--- src/rtl/keypad_pkg.sv ---
`default_nettype none
// +----------------------------------------------------------------------------+
// | Module      : keypad_pkg                                                   |
// | Description : Shared types and key-code constants for the matrix keypad    |
// |               scanner and its consumers (calculator controller).           |
// | Revision    : 1.0 - initial release                                        |
// +----------------------------------------------------------------------------+
package keypad_pkg;

    // Scanner FSM states
    typedef enum logic [1:0] {
        KP_SCAN     = 2'd0,
        KP_DEBOUNCE = 2'd1,
        KP_HELD     = 2'd2,
        KP_RELEASE  = 2'd3
    } kp_state_t;

    // Widest key code a consumer-side event record can hold
    localparam int KP_CODE_W_MAX = 8;

    // One keypad event as seen by a consumer
    typedef struct packed {
        logic [KP_CODE_W_MAX-1:0] code;
        logic                     is_repeat;
    } kp_event_t;

    // Raw code = row*COLS + col for the standard 4x4 calculator layout
    localparam logic [KP_CODE_W_MAX-1:0] KEY_1     = 8'd0;
    localparam logic [KP_CODE_W_MAX-1:0] KEY_2     = 8'd1;
    localparam logic [KP_CODE_W_MAX-1:0] KEY_3     = 8'd2;
    localparam logic [KP_CODE_W_MAX-1:0] KEY_A     = 8'd3;
    localparam logic [KP_CODE_W_MAX-1:0] KEY_4     = 8'd4;
    localparam logic [KP_CODE_W_MAX-1:0] KEY_5     = 8'd5;
    localparam logic [KP_CODE_W_MAX-1:0] KEY_6     = 8'd6;
    localparam logic [KP_CODE_W_MAX-1:0] KEY_B     = 8'd7;
    localparam logic [KP_CODE_W_MAX-1:0] KEY_7     = 8'd8;
    localparam logic [KP_CODE_W_MAX-1:0] KEY_8     = 8'd9;
    localparam logic [KP_CODE_W_MAX-1:0] KEY_9     = 8'd10;
    localparam logic [KP_CODE_W_MAX-1:0] KEY_C     = 8'd11;
    localparam logic [KP_CODE_W_MAX-1:0] KEY_STAR  = 8'd12;
    localparam logic [KP_CODE_W_MAX-1:0] KEY_0     = 8'd13;
    localparam logic [KP_CODE_W_MAX-1:0] KEY_HASH  = 8'd14;
    localparam logic [KP_CODE_W_MAX-1:0] KEY_D     = 8'd15;

    // Raw key code from matrix position
    function automatic int kp_code(input int row, input int col, input int cols);
        return row * cols + col;
    endfunction

endpackage
`default_nettype wire

--- src/rtl/keypad_evt_fifo.sv ---
`default_nettype none
// +----------------------------------------------------------------------------+
// | Module      : keypad_evt_fifo                                              |
// | Description : Synchronous FIFO with occupancy count and full/empty flags.  |
// |               Registered storage, no fall-through. A push while full is    |
// |               accepted only when a pop happens in the same cycle.          |
// | Revision    : 1.0 - initial release                                        |
// +----------------------------------------------------------------------------+
module keypad_evt_fifo #(
    parameter int WIDTH = 5,
    parameter int DEPTH = 4
) (
    input  logic                     clk,
    input  logic                     rst,
    input  logic                     i_wr_en,
    input  logic [WIDTH-1:0]         i_wr_data,
    input  logic                     i_rd_en,
    output logic [WIDTH-1:0]         o_rd_data,
    output logic [$clog2(DEPTH):0]   o_count,
    output logic                     o_full,
    output logic                     o_empty
);
    localparam int PTR_W = $clog2(DEPTH);

    logic [WIDTH-1:0] r_mem [DEPTH];
    logic [PTR_W-1:0] r_wr_ptr;
    logic [PTR_W-1:0] r_rd_ptr;
    logic [PTR_W:0]   r_count;
    logic             w_push;
    logic             w_pop;

    assign o_full    = (r_count == (PTR_W + 1)'(DEPTH));
    assign o_empty   = (r_count == '0);
    assign w_pop     = i_rd_en && !o_empty;
    assign w_push    = i_wr_en && (!o_full || w_pop);
    assign o_count   = r_count;
    assign o_rd_data = r_mem[r_rd_ptr];

    // Pointer and occupancy bookkeeping
    always_ff @(posedge clk or posedge rst) begin
        if (rst) begin
            r_wr_ptr <= '0;
            r_rd_ptr <= '0;
            r_count  <= '0;
        end else begin
            if (w_push) r_wr_ptr <= r_wr_ptr + 1'b1;
            if (w_pop)  r_rd_ptr <= r_rd_ptr + 1'b1;
            case ({w_push, w_pop})
                2'b10:   r_count <= r_count + 1'b1;
                2'b01:   r_count <= r_count - 1'b1;
                default: r_count <= r_count;
            endcase
        end
    end

    // Storage; cleared on reset so the head reads 0 while empty after reset
    always_ff @(posedge clk or posedge rst) begin
        if (rst) begin
            for (int i = 0; i < DEPTH; i++) r_mem[i] <= '0;
        end else if (w_push) begin
            r_mem[r_wr_ptr] <= i_wr_data;
        end
    end

endmodule
`default_nettype wire

--- src/rtl/keypad_scanner.sv ---
`default_nettype none
// +----------------------------------------------------------------------------+
// | Module      : keypad_scanner                                               |
// | Description : ROWS x COLS matrix keypad scanner: one-cold column drive,    |
// |               settle, debounce, ghost rejection, event FIFO with           |
// |               valid/ready drain and sticky overflow.                       |
// |               Optional auto-repeat: define KEYPAD_AUTOREPEAT_EN.           |
// | Revision    : 1.0 - initial release                                        |
// +----------------------------------------------------------------------------+
module keypad_scanner
    import keypad_pkg::*;
#(
    parameter int ROWS            = 4,
    parameter int COLS            = 4,
    parameter int SETTLE_CYCLES   = 2,
    parameter int DEBOUNCE_CYCLES = 8,
    parameter int FIFO_DEPTH      = 4,
    parameter int REPEAT_DELAY    = 500,
    parameter int REPEAT_PERIOD   = 100
) (
    input  logic                            clk,
    input  logic                            RST,
    input  logic [ROWS-1:0]                 row_in,
    output logic [COLS-1:0]                 col_out,
    output logic                            evt_valid,
    input  logic                            evt_ready,
    output logic [$clog2(ROWS*COLS)-1:0]    evt_code,
    output logic                            evt_repeat,
    output logic [$clog2(FIFO_DEPTH):0]     fifo_count,
    output logic                            overflow,
    input  logic                            overflow_clr,
    output logic                            busy
);
    localparam int CODE_W = $clog2(ROWS * COLS);
    localparam int CIDX_W = $clog2(COLS);
    localparam int RIDX_W = (ROWS > 1) ? $clog2(ROWS) : 1;
    localparam int SET_W  = $clog2(SETTLE_CYCLES + 1);
    localparam int DB_W   = $clog2(DEBOUNCE_CYCLES + 1);
`ifdef KEYPAD_AUTOREPEAT_EN
    localparam int EVT_W  = CODE_W + 1;
`else
    localparam int EVT_W  = CODE_W;
`endif

    localparam logic [1:0] c_ST_SCAN     = KP_SCAN;
    localparam logic [1:0] c_ST_DEBOUNCE = KP_DEBOUNCE;
    localparam logic [1:0] c_ST_HELD     = KP_HELD;
    localparam logic [1:0] c_ST_RELEASE  = KP_RELEASE;

    logic [1:0]        r_state;
    logic [CIDX_W-1:0] r_col;
    logic [RIDX_W-1:0] r_row;
    logic [ROWS-1:0]   r_pattern;
    logic [SET_W-1:0]  r_settle;
    logic [DB_W-1:0]   r_cnt;

    logic [RIDX_W:0]   w_low_n;
    logic [RIDX_W-1:0] w_low_idx;
    logic              w_all_high;
    logic              w_one_low;
    logic              w_match;
    logic [CIDX_W-1:0] w_col_next;
    logic [CODE_W-1:0] w_code;
    logic              w_press_push;
    logic              w_push;
    logic [EVT_W-1:0]  w_push_data;
    logic [EVT_W-1:0]  w_head;
    logic              w_pop;
    logic              w_full;
    logic              w_empty;
    logic              w_drop;

    // Count closed rows on the driven column and remember which one
    always_comb begin
        w_low_n   = '0;
        w_low_idx = '0;
        for (int r = 0; r < ROWS; r++) begin
            if (!row_in[r]) begin
                w_low_n   = w_low_n + 1'b1;
                w_low_idx = RIDX_W'(r);
            end
        end
    end

    assign w_all_high   = &row_in;
    assign w_one_low    = (w_low_n == (RIDX_W + 1)'(1));
    assign w_match      = (row_in == r_pattern);
    assign w_col_next   = (r_col == CIDX_W'(COLS - 1)) ? '0 : r_col + 1'b1;
    assign w_code       = CODE_W'(kp_code(int'(r_row), int'(r_col), COLS));
    assign w_press_push = (r_state == c_ST_DEBOUNCE) && w_match &&
                          (r_cnt == DB_W'(DEBOUNCE_CYCLES - 1));

    assign col_out = ~(COLS'(1) << r_col);
    assign busy    = (r_state != c_ST_SCAN);

    // Scan / debounce / hold / release sequencing; column stays parked while a key is tracked
    always_ff @(posedge clk or posedge RST) begin
        if (RST) begin
            r_state   <= c_ST_SCAN;
            r_col     <= '0;
            r_row     <= '0;
            r_pattern <= '1;
            r_settle  <= '0;
            r_cnt     <= '0;
        end else begin
            case (r_state)
                c_ST_SCAN: begin
                    if (r_settle == SET_W'(SETTLE_CYCLES - 1)) begin
                        r_settle <= '0;
                        if (w_one_low) begin
                            r_row     <= w_low_idx;
                            r_pattern <= row_in;
                            r_cnt     <= '0;
                            r_state   <= c_ST_DEBOUNCE;
                        end else begin
                            // idle column, or several rows low (ghost): move on silently
                            r_col <= w_col_next;
                        end
                    end else begin
                        r_settle <= r_settle + 1'b1;
                    end
                end
                c_ST_DEBOUNCE: begin
                    if (!w_match) begin
                        r_state <= c_ST_SCAN;
                        r_col   <= w_col_next;
                    end else if (r_cnt == DB_W'(DEBOUNCE_CYCLES - 1)) begin
                        r_state <= c_ST_HELD;
                    end else begin
                        r_cnt <= r_cnt + 1'b1;
                    end
                end
                c_ST_HELD: begin
                    if (w_all_high) begin
                        r_state <= c_ST_RELEASE;
                        r_cnt   <= '0;
                    end
                end
                c_ST_RELEASE: begin
                    if (!w_all_high) begin
                        r_state <= c_ST_HELD;
                    end else if (r_cnt == DB_W'(DEBOUNCE_CYCLES - 1)) begin
                        r_state <= c_ST_SCAN;
                        r_col   <= w_col_next;
                    end else begin
                        r_cnt <= r_cnt + 1'b1;
                    end
                end
                default: r_state <= c_ST_SCAN;
            endcase
        end
    end

`ifdef KEYPAD_AUTOREPEAT_EN
    localparam int RPT_MAX = (REPEAT_DELAY > REPEAT_PERIOD) ? REPEAT_DELAY : REPEAT_PERIOD;
    localparam int RPT_W   = $clog2(RPT_MAX + 1);

    logic [RPT_W-1:0] r_rpt;
    logic             r_rpt_armed;
    logic             w_rpt_fire;

    assign w_rpt_fire = (r_state == c_ST_HELD) && !w_all_high &&
                        (r_rpt_armed ? (r_rpt == RPT_W'(REPEAT_PERIOD - 1))
                                     : (r_rpt == RPT_W'(REPEAT_DELAY - 1)));

    // Held-time counter; restarts only on a fresh press so release bounce keeps the cadence
    always_ff @(posedge clk or posedge RST) begin
        if (RST) begin
            r_rpt       <= '0;
            r_rpt_armed <= 1'b0;
        end else if (w_press_push) begin
            r_rpt       <= '0;
            r_rpt_armed <= 1'b0;
        end else if (w_rpt_fire) begin
            r_rpt       <= '0;
            r_rpt_armed <= 1'b1;
        end else if ((r_state == c_ST_HELD) && !w_all_high) begin
            r_rpt <= r_rpt + 1'b1;
        end
    end

    assign w_push      = w_press_push || w_rpt_fire;
    assign w_push_data = {w_code, w_rpt_fire};
    assign evt_repeat  = w_head[0];
`else
    assign w_push      = w_press_push;
    assign w_push_data = w_code;
    assign evt_repeat  = 1'b0;
`endif

    assign evt_valid = !w_empty;
    assign w_pop     = evt_valid && evt_ready;
    assign w_drop    = w_push && w_full && !w_pop;
    assign evt_code  = w_head[EVT_W-1 -: CODE_W];

    keypad_evt_fifo #(
        .WIDTH (EVT_W),
        .DEPTH (FIFO_DEPTH)
    ) u_evt_fifo (
        .clk       (clk),
        .rst       (RST),
        .i_wr_en   (w_push),
        .i_wr_data (w_push_data),
        .i_rd_en   (w_pop),
        .o_rd_data (w_head),
        .o_count   (fifo_count),
        .o_full    (w_full),
        .o_empty   (w_empty)
    );

    // Sticky drop flag; a drop in the same cycle as a clear keeps it set
    always_ff @(posedge clk or posedge RST) begin
        if (RST) begin
            overflow <= 1'b0;
        end else if (w_drop) begin
            overflow <= 1'b1;
        end else if (overflow_clr) begin
            overflow <= 1'b0;
        end
    end

endmodule
`default_nettype wire
--- config.mk ---
export PLATFORM = sky130hd
export DESIGN_NAME = keypad_scanner
export DESIGN_NICKNAME = d
export VERILOG_FILES = /design/src/rtl/keypad_pkg.sv /design/src/rtl/keypad_evt_fifo.sv /design/src/rtl/keypad_scanner.sv
export SDC_FILE = /design/constraint.sdc
export NUM_CORES = 1
export LEC_CHECK = 0
export ABC_AREA = 1
export CAP_MARGIN = 20
export CORE_UTILIZATION = 30
export DETAILED_ROUTE_END_ITERATION = 16
export DONT_BUFFER_PORTS = 1
export SYNTH_ARGS = -nofsm -noshare
export SYNTH_HDL_FRONTEND = slang
export SYNTH_HIERARCHICAL = 1
export SYNTH_SLANG_ARGS = --single-unit
--- constraint.sdc ---
create_clock -name clk -period 2.8 [get_ports clk]
set_clock_uncertainty 0.05 [all_clocks]
set_input_delay 0.56 -clock clk [delete_from_list [all_inputs] [get_ports clk]]
set_output_delay 0.56 -clock clk [all_outputs]
set_load 0.02 [all_outputs]
# Word level (Yosys, flattened, before mapping)
# Index checks and enable logic that the tools add are counted.
[totals]
ff_bits = 40
wordCells = 115
[op_classes]
add_sub_neg = 11
magnitude_cmp = 3
n_eq_ne = 21
shifts = 1
muxes = 39
bitwise_logic = 3
n_reduce_logical = 23
[ops]
columns = ["operator", "count"]
rows = [
  ["4-bit 2-to-1 mux", 9],
  ["2-bit 2-to-1 mux", 16],
  ["16-bit bitwise mux", 1],
  ["2-bit inequality test, second input constant", 8],
  ["4-bit case mux with 4 select lines", 1],
  ["3-bit by 1-bit adder with 3-bit output, second input constant", 4],
  ["5-bit AND reduction", 2],
  ["3-bit 2-to-1 mux", 3],
  ["2-bit by 1-bit adder with 2-bit output, second input constant", 4],
  ["4-bit binary-select mux with 2-bit select", 1],
  ["4-bit demux with 2-bit select", 1],
  ["2-bit == test, second input constant", 4],
  ["1-bit logical AND", 8],
  ["2-bit case mux with 4 select lines", 1],
  ["2-bit by 1-bit == test with 1-bit output, second input constant", 3],
  ["3-bit greater-or-equal comparator, second input constant", 2],
  ["2-bit NOT with 3-bit output", 2],
  ["2-bit case mux with 3 select lines", 1],
  ["3-bit case mux with 2 select lines", 1],
  ["6-bit AND reduction", 1],
  ["2-bit nonzero test", 3],
  ["4-bit by 1-bit adder with 4-bit output, second input constant", 1],
  ["4-bit by 2-bit adder with 4-bit output", 1],
  ["4-bit by 3-bit == test with 1-bit output, second input constant", 1],
  ["17 further kinds", 22],
]

# Logic depth before layout (Yosys ltp)
[logic_depth]
word_depth = 11
mapped_depth = 17
mapped_depth_nobuf = 16

# By module
# The synthesis kept the hierarchy.
[modules_own_cells]
columns = ["mod", "instances", "cells_per_inst", "area_each_um2", "seq_area_each_um2"]
rows = [
  ["keypad_scanner", 1, 173, 1261.2, 430.4],
  ["keypad_evt_fifo", 1, 142, 1222.4, 575.6],
]

# Worst setup path after synthesis
# Ideal clock, no wire load.
[synth_timing]
path_type = "in2reg"
start = "in row_in[2]"
end = "reg u_evt_fifo.r_count[1], in the netlist u_evt_fifo/o_count[1]"
setup_ps = 83
arrival_ps = 2394
required_ps = 2667
path_slack_ps = 273
path_stages = 13
cell_sequence = "buf_6 -> inv_4 -> nand2_1 -> nand2_1 -> nor2_1 -> nand3_1 -> nor2_1 -> buf_2 -> nand2_4 -> ha_1 -> inv_1 -> fa_1 -> o21ai_0"
[synth_via]
elab_chain_cells = 6
word_cells_on_any_way = 8
cone_classes = "eq/ne (3); mux (1); reduce/logical (4)"
[synth_rtl]
columns = ["element", "line_no", "rtl"]
rows = [
  ["from (decl)", "keypad_scanner.sv:23", "input logic [ROWS-1:0] row_in,"],
  ["4-bit == test (*)", "keypad_scanner.sv:87", "assign w_match = (row_in == r_pattern);"],
  ["1-bit logical AND (*) (2 in a row)", "keypad_scanner.sv:90", "assign w_press_push = (r_state == c_ST_DEBOUNCE) && w_match &&"],
  ["named net w_press_push", "keypad_scanner.sv:64", "logic w_press_push;"],
  ["1-bit logical AND (*)", "keypad_evt_fifo.sv:35", "assign w_push = i_wr_en && (!o_full || w_pop);"],
  ["2-bit by 1-bit == test with 1-bit output / 2-bit == test (equally long branches)", "keypad_evt_fifo.sv:48", "case ({w_push, w_pop})"],
  ["3-bit case mux with 2 select lines / 2-bit nonzero test (equally long branches)", "--", ""],
  ["to (signal assigned)", "keypad_evt_fifo.sv:49", "2'b10: r_count <= r_count + 1'b1;"],
  ["to (signal assigned)", "keypad_evt_fifo.sv:50", "2'b01: r_count <= r_count - 1'b1;"],
  ["to (signal assigned)", "keypad_evt_fifo.sv:51", "default: r_count <= r_count;"],
  ["to (decl)", "keypad_evt_fifo.sv:28", "logic [PTR_W:0] r_count;"],
]
# Mark *: on every way through the listed nets, which the timed path passes. The rest lies on a longest branch.
# A chain may end at the register's enable or synchronous reset.

# Worst setup path in the final report
[layout_timing]
start = "reg r_pattern[1]"
end = "reg u_evt_fifo.r_count[2], in the netlist u_evt_fifo/o_count[2]"
[layout_via]
elab_chain_cells = 6
word_cells_on_any_way = 8
cone_classes = "eq/ne (3); mux (1); reduce/logical (4)"
[layout_rtl]
columns = ["element", "line_no", "rtl"]
rows = [
  ["from (decl)", "keypad_scanner.sv:53", "logic [ROWS-1:0] r_pattern;"],
  ["from (signal assigned)", "keypad_scanner.sv:112", "r_pattern <= row_in;"],
  ["4-bit == test (*)", "keypad_scanner.sv:87", ""],
  ["1-bit logical AND (*) (2 in a row)", "keypad_scanner.sv:90", ""],
  ["named net w_press_push", "keypad_scanner.sv:64", ""],
  ["1-bit logical AND (*)", "keypad_evt_fifo.sv:35", ""],
  ["2-bit by 1-bit == test with 1-bit output / 2-bit == test (equally long branches)", "keypad_evt_fifo.sv:48", ""],
  ["3-bit case mux with 2 select lines / 2-bit nonzero test (equally long branches)", "--", ""],
]
# Marks and branches as above.

==> impl_metrics.ini <==
[floorplan]
die_width_um = 93.0
start_util_pct = 31.6
die_height_um = 93.0
coreArea_sq_um = 7850
die_area_sq_um = 8650
pin_count = 23
fp-row-count = 32

[route]
viasPerCell = 4.56
vias = 1925
dr.pass1.iters = 4
drt-initial-drc-count = 79
antenna_left = 0
avgRoutedWirePerCell_um = 11.4
drt_drc_violations_left = 0
wirelength_um = 4800

[logic_synthesis]
syn_inst = 315
ys_seq_elements = 40
yosys_most_used_dff = dfrtp_1
postSynthAreaPerCell_sq_um = 7.88
ys_seq_area_share_pct = 40.5
synthArstFlopShare_pct = 100
syn-num-nets = 338
yosysWarnings = 6
synth.distinct_cells = 38
netlist_area_sq_um = 2480
synth_edf_count = 0

[clock_tree]
clkLatencyLatePin_ps = 290
numCtsBuffers = 5
cts_root_buf = clkbuf_8
htreeDepth = 2
cts-hold-fix-buffers = 0
cts_tree = yes
cts_buffer_depth = 2
cts_sinks = 40
ctsResizeCount = 0
cts_setup_buffers = 0
clkTransAtPathRegs_ps = 80

[global_routing]
grt_pass1_wl_um = 8450
track_usage_pct = 12.3
grt_pass1_vias = 1867
grt_max_degree = 24
grt_antenna_before_repair = 0
grt-ovfl-total = 0

[pwr]
switchingPower_w = 0.00109
p_per_area_nw_per_um2 = 905
power_frac_clock_pct = 19.3
leakagePower_nw = 1.41
swShare_pct = 44.7
total_power_w = 0.00244
cell_internal_pwr_w = 0.00135
p_seq_share_pct = 36.8
combPwrFrac_pct = 43.9
ir_worst_vdd_mv = 0.420

[timing]
slew_headroom_pct = 40.9
fmax_mhz = 424
tightestPinTransition_ps = 885
finalCritPeriodShare_pct = 84.2
fin_worst_hold_slack_ps = 200
setup-violations-final = 0
finalCriticalPeriod_ps = 2360
hold_viol_final = 0
maxSlewViolCount = 0
rsz0062_at_grt = no
fin_setup_tns_ps = 0

[cells_and_area]
fin_util_pct = 34.3
nets = 342
diodes = 0
syn2layout_area_growth_pct = 8.51
drive_gt1_share_pct = 12.5

[critical_path]
worstPathMaxFanout = 4
cp.arrival_ps = 2490
cp-end-kind = flop
reg2regPathDepth = 14
reg2reg_from = r_pattern[1]
critPathKind = reg -> reg
timing.rr.end = u_evt_fifo/o_count[2]
worstPathRequired_ps = 2930
cp-startpoint = r_pattern[1]
startpoint_type = flop
r2r_slack_ps = 440
setup.worst_path.end = u_evt_fifo/o_count[2]

[job]
maxCapViolCount = 0

[placement]
gp_congestion = 0.825
numPortBuffers = 0
dpl.hpwl_um = 3670

[run_status]
status = completed

[hold_path]
hp-class = in -> async
per-stage QoR:
stage,cells,worst slack (ps),cell area [sq um]
global route,422,169,2700
finish,422,443,2700
CTS,422,429,2700
detailed placement,414,329,2580
global placement,414,391,2580
floorplan,315,273,2480
power groups by stage:
stage	logic [W]	registers [W]	clock network [W]
finish	0.00107	0.000897	0.000471
global route	0.00122	0.000927	0.000513
CTS	0.00109	0.000896	0.000488
detailed placement	0.00108	0.000906	0
global placement	0.00106	0.000905	0
floorplan	0.000881	0.000888	0
synth_stat cells (2+ instances only):
library cell	n	area [sq um]
a21oi_1	2	10.0
buf_4	3	22.5
buf_6	3	33.8
dfrtp_1	36	901
dfstp_2	4	105
ha_1	14	175
inv_1	41	154
inv_2	2	7.51
nand2_1	102	383
nand2_2	3	18.8
nand3_1	16	80.1
nand3_2	3	30.0
nand3b_1	2	15.0
nand4_1	17	106
nor2_1	17	63.8
nor2_4	2	22.5
o21ai_0	12	60.1
o21ai_1	2	10.0
o21ai_2	7	61.3
o22ai_1	4	25.0
or2_1	2	12.5
xnor2_1	2	17.5
xor2_1	4	35.0
flip-flops by register name (all words and copies together) (netlist names):
name,count
u_evt_fifo/o_count,3
r_settle,2
r_row,2
r_state,2
u_evt_fifo/r_rd_ptr,2
overflow,1
r_cnt,4
r_col,2
u_evt_fifo/r_mem,16
r_pattern,4
u_evt_fifo/r_wr_ptr,2
cell type report:
| class | instances | area [sq um] |
|---|---|---|
| fillers | 844 | 5150 |
| multi-input cells | 222 | 1240 |
| flip-flops and latches | 40 | 1010 |
| inverters | 45 | 171 |
| well taps | 102 | 128 |
| clock buffers | 5 | 68.8 |
| clock inverters | 3 | 42.5 |
| repair buffers | 5 | 37.5 |
logic make-up (layout without fill, tap and decap cells):
logic type | count (synthesis) | count (layout) | share of synthesized area (%)
other | 1 | 1 | 0.151
AOI/OAI and AO/OA | 30 | 30 | 7.96
xor gates and xnor gates | 6 | 6 | 2.12
adders and majority gates | 15 | 15 | 7.86
DFF | 40 | 40 | 40.5
and+or+nand+nor | 170 | 170 | 31.9
buffers and inverters | 53 | 58 | 9.52
cells in the final DEF (no fill, tap or decap), drive strengths merged:
| cell type | instances |
|---|---|
| a21boi | 1 |
| a21oi | 3 |
| buf | 5 |
| bufinv | 1 |
| clkbuf | 5 |
| clkinv | 2 |
| clkinvlp | 1 |
| conb | 1 |
| dfrtp | 36 |
| dfstp | 4 |
| fa | 1 |
| ha | 14 |
| inv | 44 |
| nand2 | 106 |
| nand3 | 20 |
| nand3b | 2 |
| nand4 | 18 |
| nor2 | 20 |
| nor3 | 1 |
| nor3b | 1 |
| o21a | 1 |
| o21ai | 21 |
| o22ai | 4 |
| or2 | 2 |
| xnor2 | 2 |
| xor2 | 4 |
per-layer routing:
| layer | GRT usage (%) | wire [um] | vias to the layer above |
|---|---|---|---|
| met5 | 0 | 0 | - |
| met4 | 3.97 | 46 | 0 |
| met3 | 2.68 | 146 | 5 |
| met2 | 21.0 | 2360 | 29 |
| met1 | 15.5 | 2240 | 881 |
| li1 | - | - | 1010 |
worst max-delay path: stages, from the launching register on:
cell and delay, ps:
dfstp_2 550, inv_1 40, nand2_1 40, nand2_1 50, nor2_1 170, nand3_1 160
nor2_1 280, nand2_4 90, ha_1 200, inv_1 90, fa_1 200, inv_1 50
nand2_1 50, nand3b_1 80, xor2_1 150
worst min-delay path by stage:
stage                        startpoint             endpoint  slack, ps  cells after the start
floorplan           u_evt_fifo/r_mem[4]  u_evt_fifo/r_mem[4]        390                      2
global placement    u_evt_fifo/r_mem[5]  u_evt_fifo/r_mem[5]        400                      2
detailed placement  u_evt_fifo/r_mem[6]  u_evt_fifo/r_mem[6]        410                      2
CTS                                 RST             overflow        210                      1
global route                        RST             overflow        250                      1
finish                              RST             overflow        200                      1
Power figures use the tool's default switching activity.
